File: src/rtl/i2s_fm_ctrl.sv
// Moves I2S stereo frames into the clk domain and mixes/scales them onto the carrier.
// Offers the resulting tuning word to the DDS; a watchdog falls back to the bare carrier.
//
// state | meaning
// IDLE  | waiting for a frame strobe or watchdog expiry
// CALC  | one cycle: form carrier + deviation into freq_word
// OFFER | freq_word valid, waiting for freq_ready
module i2s_fm_ctrl #(
    parameter int SAMPLE_W  = 16,
    parameter int DEV_SHIFT = 8,
    parameter int TIMEOUT   = 100000,
    parameter int CNT_W     = 16
) (
    input  logic              clk,
    input  logic              rst_n,
    input  logic              enable,
    input  logic [1:0]        mode,
    input  logic [31:0]       carrier_word,
    input  logic [31:0]       first_channel,
    input  logic [31:0]       second_channel,
    input  logic              data_updated,
    output logic [31:0]       freq_word,
    output logic              freq_valid,
    input  logic              freq_ready,
    output logic              signal_lost,
    output logic [CNT_W-1:0]  frame_count,
    output logic [CNT_W-1:0]  overrun_count
);

    localparam int WD_W = $clog2(TIMEOUT + 1);

    typedef enum logic [1:0] {IDLE, CALC, OFFER} state_t;

    state_t                state, state_nxt;
    logic [2:0]            du_sync;
    logic                  strobe;
    logic [SAMPLE_W-1:0]   samp_l, samp_r;
    logic [SAMPLE_W:0]     sum;
    logic [SAMPLE_W-1:0]   mix;
    logic [31:0]           mix_ext, dev;
    logic [WD_W-1:0]       wd_cnt;
    logic                  wd_fire;
    logic                  mute, mute_nxt;
    logic                  load_word, accept, overrun;

    // du_sync[2] is the history bit used only for edge detection
    always_ff @(posedge clk or negedge rst_n) begin
        if (!rst_n) begin
            du_sync <= '0;
        end else begin
            du_sync <= {du_sync[1:0], data_updated};
        end
    end

    assign strobe = du_sync[1] & ~du_sync[2];

    always_ff @(posedge clk or negedge rst_n) begin
        if (!rst_n) begin
            samp_l <= '0;
            samp_r <= '0;
        end else if (strobe) begin
            samp_l <= first_channel[31 -: SAMPLE_W];
            samp_r <= second_channel[31 -: SAMPLE_W];
        end
    end

    assign sum = {samp_l[SAMPLE_W-1], samp_l} + {samp_r[SAMPLE_W-1], samp_r};

    always_comb begin
        mix = '0;
        if (!mute) begin
            case (mode)
                2'd0:    mix = sum[SAMPLE_W:1];
                2'd1:    mix = samp_l;
                2'd2:    mix = samp_r;
                default: mix = '0;
            endcase
        end
    end

    assign mix_ext = {{(32-SAMPLE_W){mix[SAMPLE_W-1]}}, mix};
    assign dev     = mix_ext << DEV_SHIFT;

    // wd_fire is a single-cycle pulse on the cycle the count lands on TIMEOUT
    always_ff @(posedge clk or negedge rst_n) begin
        if (!rst_n) begin
            wd_cnt      <= '0;
            wd_fire     <= 1'b0;
            signal_lost <= 1'b1;
        end else begin
            wd_fire <= 1'b0;
            if (strobe) begin
                wd_cnt      <= '0;
                signal_lost <= 1'b0;
            end else if (enable && wd_cnt != WD_W'(TIMEOUT)) begin
                wd_cnt <= wd_cnt + WD_W'(1);
                if (wd_cnt == WD_W'(TIMEOUT - 1)) begin
                    signal_lost <= 1'b1;
                    wd_fire     <= 1'b1;
                end
            end
        end
    end

    always_ff @(posedge clk or negedge rst_n) begin
        if (!rst_n) begin
            state <= IDLE;
            mute  <= 1'b0;
        end else begin
            state <= state_nxt;
            mute  <= mute_nxt;
        end
    end

    always_comb begin
        state_nxt = state;
        mute_nxt  = mute;
        load_word = 1'b0;
        accept    = 1'b0;
        overrun   = 1'b0;
        if (!enable) begin
            state_nxt = IDLE;
        end else begin
            case (state)
                IDLE: begin
                    if (strobe) begin
                        state_nxt = CALC;
                        mute_nxt  = 1'b0;
                    end else if (wd_fire) begin
                        state_nxt = CALC;
                        mute_nxt  = 1'b1;
                    end
                end
                CALC: begin
                    load_word = 1'b1;
                    state_nxt = OFFER;
                    // a frame landing here replaces the one being computed
                    if (strobe) begin
                        state_nxt = CALC;
                        mute_nxt  = 1'b0;
                        overrun   = 1'b1;
                    end
                end
                OFFER: begin
                    if (freq_ready) begin
                        accept    = 1'b1;
                        state_nxt = IDLE;
                    end else if (strobe) begin
                        overrun   = 1'b1;
                    end
                    if (strobe) begin
                        state_nxt = CALC;
                        mute_nxt  = 1'b0;
                    end
                end
                default: state_nxt = IDLE;
            endcase
        end
    end

    assign freq_valid = (state == OFFER);

    always_ff @(posedge clk or negedge rst_n) begin
        if (!rst_n) begin
            freq_word     <= '0;
            frame_count   <= '0;
            overrun_count <= '0;
        end else begin
            if (load_word) begin
                freq_word <= carrier_word + dev;
            end
            if (accept) begin
                frame_count <= frame_count + CNT_W'(1);
            end
            if (overrun && overrun_count != '1) begin
                overrun_count <= overrun_count + CNT_W'(1);
            end
        end
    end

endmodule

File: config.mk
export PLATFORM = sky130hd
export DESIGN_NAME = i2s_fm_ctrl
export DESIGN_NICKNAME = d
export VERILOG_FILES = /design/src/rtl/i2s_fm_ctrl.sv
export SDC_FILE = /design/constraint.sdc
export NUM_CORES = 1
export LEC_CHECK = 0
export ABC_CLOCK_PERIOD_IN_PS = 4650
export BUFFER_PORTS_ARGS = -buffer_cell sky130_fd_sc_hd__buf_2
export CAP_MARGIN = 10
export CORE_MARGIN = 10
export CORE_UTILIZATION = 30
export DETAILED_ROUTE_END_ITERATION = 10
export GPL_TIMING_DRIVEN = 0
export PLACE_DENSITY = 0.55
export SETUP_SLACK_MARGIN = 0.2
export SLEW_MARGIN = 20
export SYNTH_ARGS = -nofsm -noshare
export SYNTH_HDL_FRONTEND = slang
export SYNTH_SLANG_ARGS = --single-unit
File: constraint.sdc
create_clock -name clk -period 4.65 [get_ports clk]
set_input_delay 0.465 -clock clk [delete_from_list [all_inputs] [get_ports clk]]
set_output_delay 0.465 -clock clk [all_outputs]
set_load 0.03 [all_outputs]
==> results.txt <==
The end point of the critical path was freq_word[30]. Synthesis produced 728 cells. The antenna violation net count after detailed routing was 0; the data required time of the critical path was 4.94 ns. The initial antenna violation count was 8. Using the TritonRoute via totals, the vias-per-cell ratio works out to 4.81. The HPWL after detailed placement is 14.9 mm. The number of clock sinks came out at 121. After clock tree synthesis, the clock-pin slew on the worst setup and hold paths is 0.06 ns. Static timing analysis puts the maximum clock frequency at 236 MHz. Routability-driven placement finished with a final weighted congestion of 0.847.

The proportion of register bits with asynchronous set or reset after synthesis is 1.00. The biggest area contributor in the post-synthesis netlist is dfrtp_1. Number of hold violations in the final report: 0. Critical path capture point type: a flop. The logic depth of the worst register-to-register path was 17; the via total after detailed routing was 5,881. The number of enable-type register cells in the synthesized netlist came out at 0. The clock period could shrink to 4.23 ns. The layout cell share with drive strength beyond 1 is 0.268, and the worst-case clock buffer depth is 2. The starting density of the core is 0.306, and the pin slew with the least headroom to its limit is 0.647 ns.

In the synthesized netlist the dominant register cell turns out to be dfrtp_1. After synthesis the cells add up to 0.00722 mm². At the later pin of the worst-skew pair, clock insertion delay measures 0.43 ns.

The number of pins with negative max-slew slack in the final report was 0. The die height came out at 175 µm. The H-tree generated during clock tree synthesis spans 4 levels. The tools report the headroom to the max-slew limit as 0.569.

TritonCTS buffer count: 17. Setup repair after global routing could not meet its margin everywhere. The highest net fanout along the worst path came out at 5. Row generation in the floorplan step produced 56 rows. Power spread over the standard cell area amounts to 496 mW/mm². For the overflow left after global routing, the log shows 0. The tools report the standby leakage power as 4.28 nW. The category of the critical setup timing path was flop to flop. The tools report the initial DRC count as 307.

The global routing usage summed across all routing layers is 0.127, and the final standard cell utilization of the core is 0.383. The run gives 0 as the max-capacitance violation count. The area share of the leading cell type in the synthesized netlist came out at 0.416. The flip-flop and latch count after synthesis works out to 121. Once the clock tree was built, the setup fixing pass inserted 0 buffers.

For the pin count of the biggest net entering global routing, the log shows 75. Summed over all failing endpoints, the final setup total negative slack is 0 ns. The fraction of the cycle the final worst path needs was 0.910.

The worst register-to-register path ends at freq_word[30]. Yosys printed 0 warnings. The tools report the type of element launching the critical path as a flop. Setup violations remaining at the end of the flow were counted as 0.

The area growth from synthesis to final layout is 25.2%. Critical register-to-register path startpoint: samp_r[8]. The type of the most critical hold path was input port to flop. The tools report the cell at the root of the clock tree as clkbuf_16.

The post-synth net total was 879; the horizontal die dimension was 175 µm. The first TritonRoute pass finished after 4 iterations. The first global-routing pass estimated 31.6 mm of wire. The per-cell routed wire length was 15.8 µm; the core box area was 0.0236 mm². The via count of the first global-routing pass was 5,995; the routed wire length was 19.3 mm. Area of the die: 0.0307 mm².

The startpoint of the worst setup timing path is samp_r[8]. After synthesis, the most frequently instantiated cells are dfrtp_1, nand2_1, nor2_1. During I/O placement, the number of pins put on the boundary was 169. TritonCTS built the clock tree. STA puts the critical path data arrival time at 4.52 ns.

The number of buffers inserted by port buffering came out at 135. After synthesis, the cell types taking the most area are dfrtp_1, ha_1, mux2_2, xnor2_1, xor2_1. A synthesized cell averages 9.92 µm². The clock arrives with 0.00869 ns of skew. In this run the register-to-register setup slack is 0.42 ns. The tools report the number of nets in the finished design as 1,035. For the distinct cell type count of the synthesized netlist, the log shows 66. For this run, design rule violations remaining after detail routing come to 0.

The sequential fraction of the synthesis area came out at 0.420. Most frequent cell after synthesis: dfrtp_1. The peak supply drop is 233 µV. The run finished with clean final reports.
==> sequential cells by signal, summed over array words and instances (netlist names) <==
name,flops
wd_fire,1
signal_lost,1
mute,1
frame_count,16
freq_word,32
samp_r,16
state,2
overrun_count,16
samp_l,16
wd_cnt,17
du_sync,3
==> worst min path at each step <==
stage | cells after the start | slack [ns] | to | start
floorplan | 0 | 0.17 | du_sync[0] | rst_n
global placement | 0 | 0.34 | du_sync[1] | du_sync[0]
detailed placement | 0 | 0.34 | du_sync[1] | du_sync[0]
CTS | 1 | 0.13 | du_sync[0] | data_updated
global route | 1 | 0.12 | du_sync[0] | data_updated
finish | 1 | 0.15 | du_sync[0] | data_updated
==> final cells by class <==
type	instances	area, µm²
clock inverter	14	196
inverter	18	67.6
tap	319	399
clock buffer	18	439
multi-input combinational	563	4060
antenna	7	17.5
sequential	121	3030
buffer	26	108
fill	2449	14600
timing repair buffer	137	723
==> kinds of logic (layout without fill, tap and decap cells) <==
family | count (synthesis) | count (layout) | synth area share
buf+inv | 44 | 213 | 0.0243
compound gates | 173 | 173 | 0.161
simple gates | 229 | 229 | 0.158
fa+ha+maj | 48 | 48 | 0.0853
xor+xnor | 70 | 70 | 0.0849
flops | 121 | 121 | 0.420
mux | 43 | 43 | 0.0669
other cells | 0 | 7 | 0
==> cell usage in the layout, fill, tap and decap left out, types with 17 or more instances in the layout <==
| cell type | n |
|---|---|
| buf_2 | 136 |
| dfrtp_1 | 120 |
| nand2_1 | 70 |
| nor2_1 | 54 |
| o21ai_0 | 44 |
| ha_1 | 43 |
| mux2_2 | 42 |
| a21oi_1 | 36 |
| xor2_1 | 35 |
| xnor2_1 | 35 |
| inv_1 | 17 |
| clkbuf_1 | 17 |
| and3_1 | 17 |
| clkbuf_16 | 17 |
==> critical path, cell delays in order, from the launching register on <==
cell and delay, ns:
dfrtp_1 0.40, ha_2 0.38, a21oi_1 0.08, o21a_1 0.24, and4bb_2 0.27, o31ai_2 0.29
a21oi_1 0.17, a2111oi_2 0.33, a2111oi_2 0.13, ha_1 0.24, a21o_1 0.17, a21o_1 0.17
a21o_1 0.18, a22o_1 0.22, a311o_1 0.35, o22ai_1 0.21, xor2_1 0.18, o21ai_1 0.07
==> report_power, final <==
group | switching (mW) | internal [mW]
logic | 1.02 | 0.642
clock network | 0.520 | 0.914
registers | 0.134 | 1.26
==> per-layer routing <==
layer	track usage	vias to the layer above	wire length (µm)
met4	0.0431	4	329
met1	0.156	2780	8880
met5	0	-	38
met3	0.0504	27	1450
met2	0.198	133	8640
li1	-	2937	-
==> through the flow <==
| stage | instance area [µm²] | setup WS (ns) | std cells | hold slack (ns) | power, mW |
|---|---|---|---|---|---|
| after global placement | 8300 | 0.217 | 1182 | 0.337 | 3.04 |
| after detailed placement | 8330 | 0.186 | 1183 | 0.343 | 3.06 |
| final | 9040 | 0.418 | 1223 | 0.146 | 4.48 |
| after CTS | 8980 | 0.273 | 1216 | 0.130 | 4.52 |
| after global routing | 9020 | 0.175 | 1217 | 0.123 | 4.78 |
| after floorplan | 7220 | 0.719 | 728 | 0.169 | 2.60 |
==> timing repair <==
item / in CTS / in global routing
hold endpoints to repair: 46 / 0
setup endpoints to repair: 2 / 4
resized for setup: 1 / 13
gates cloned: 0 / 0
hold buffers: 1 / 0
(Power assumes the default switching activity.)
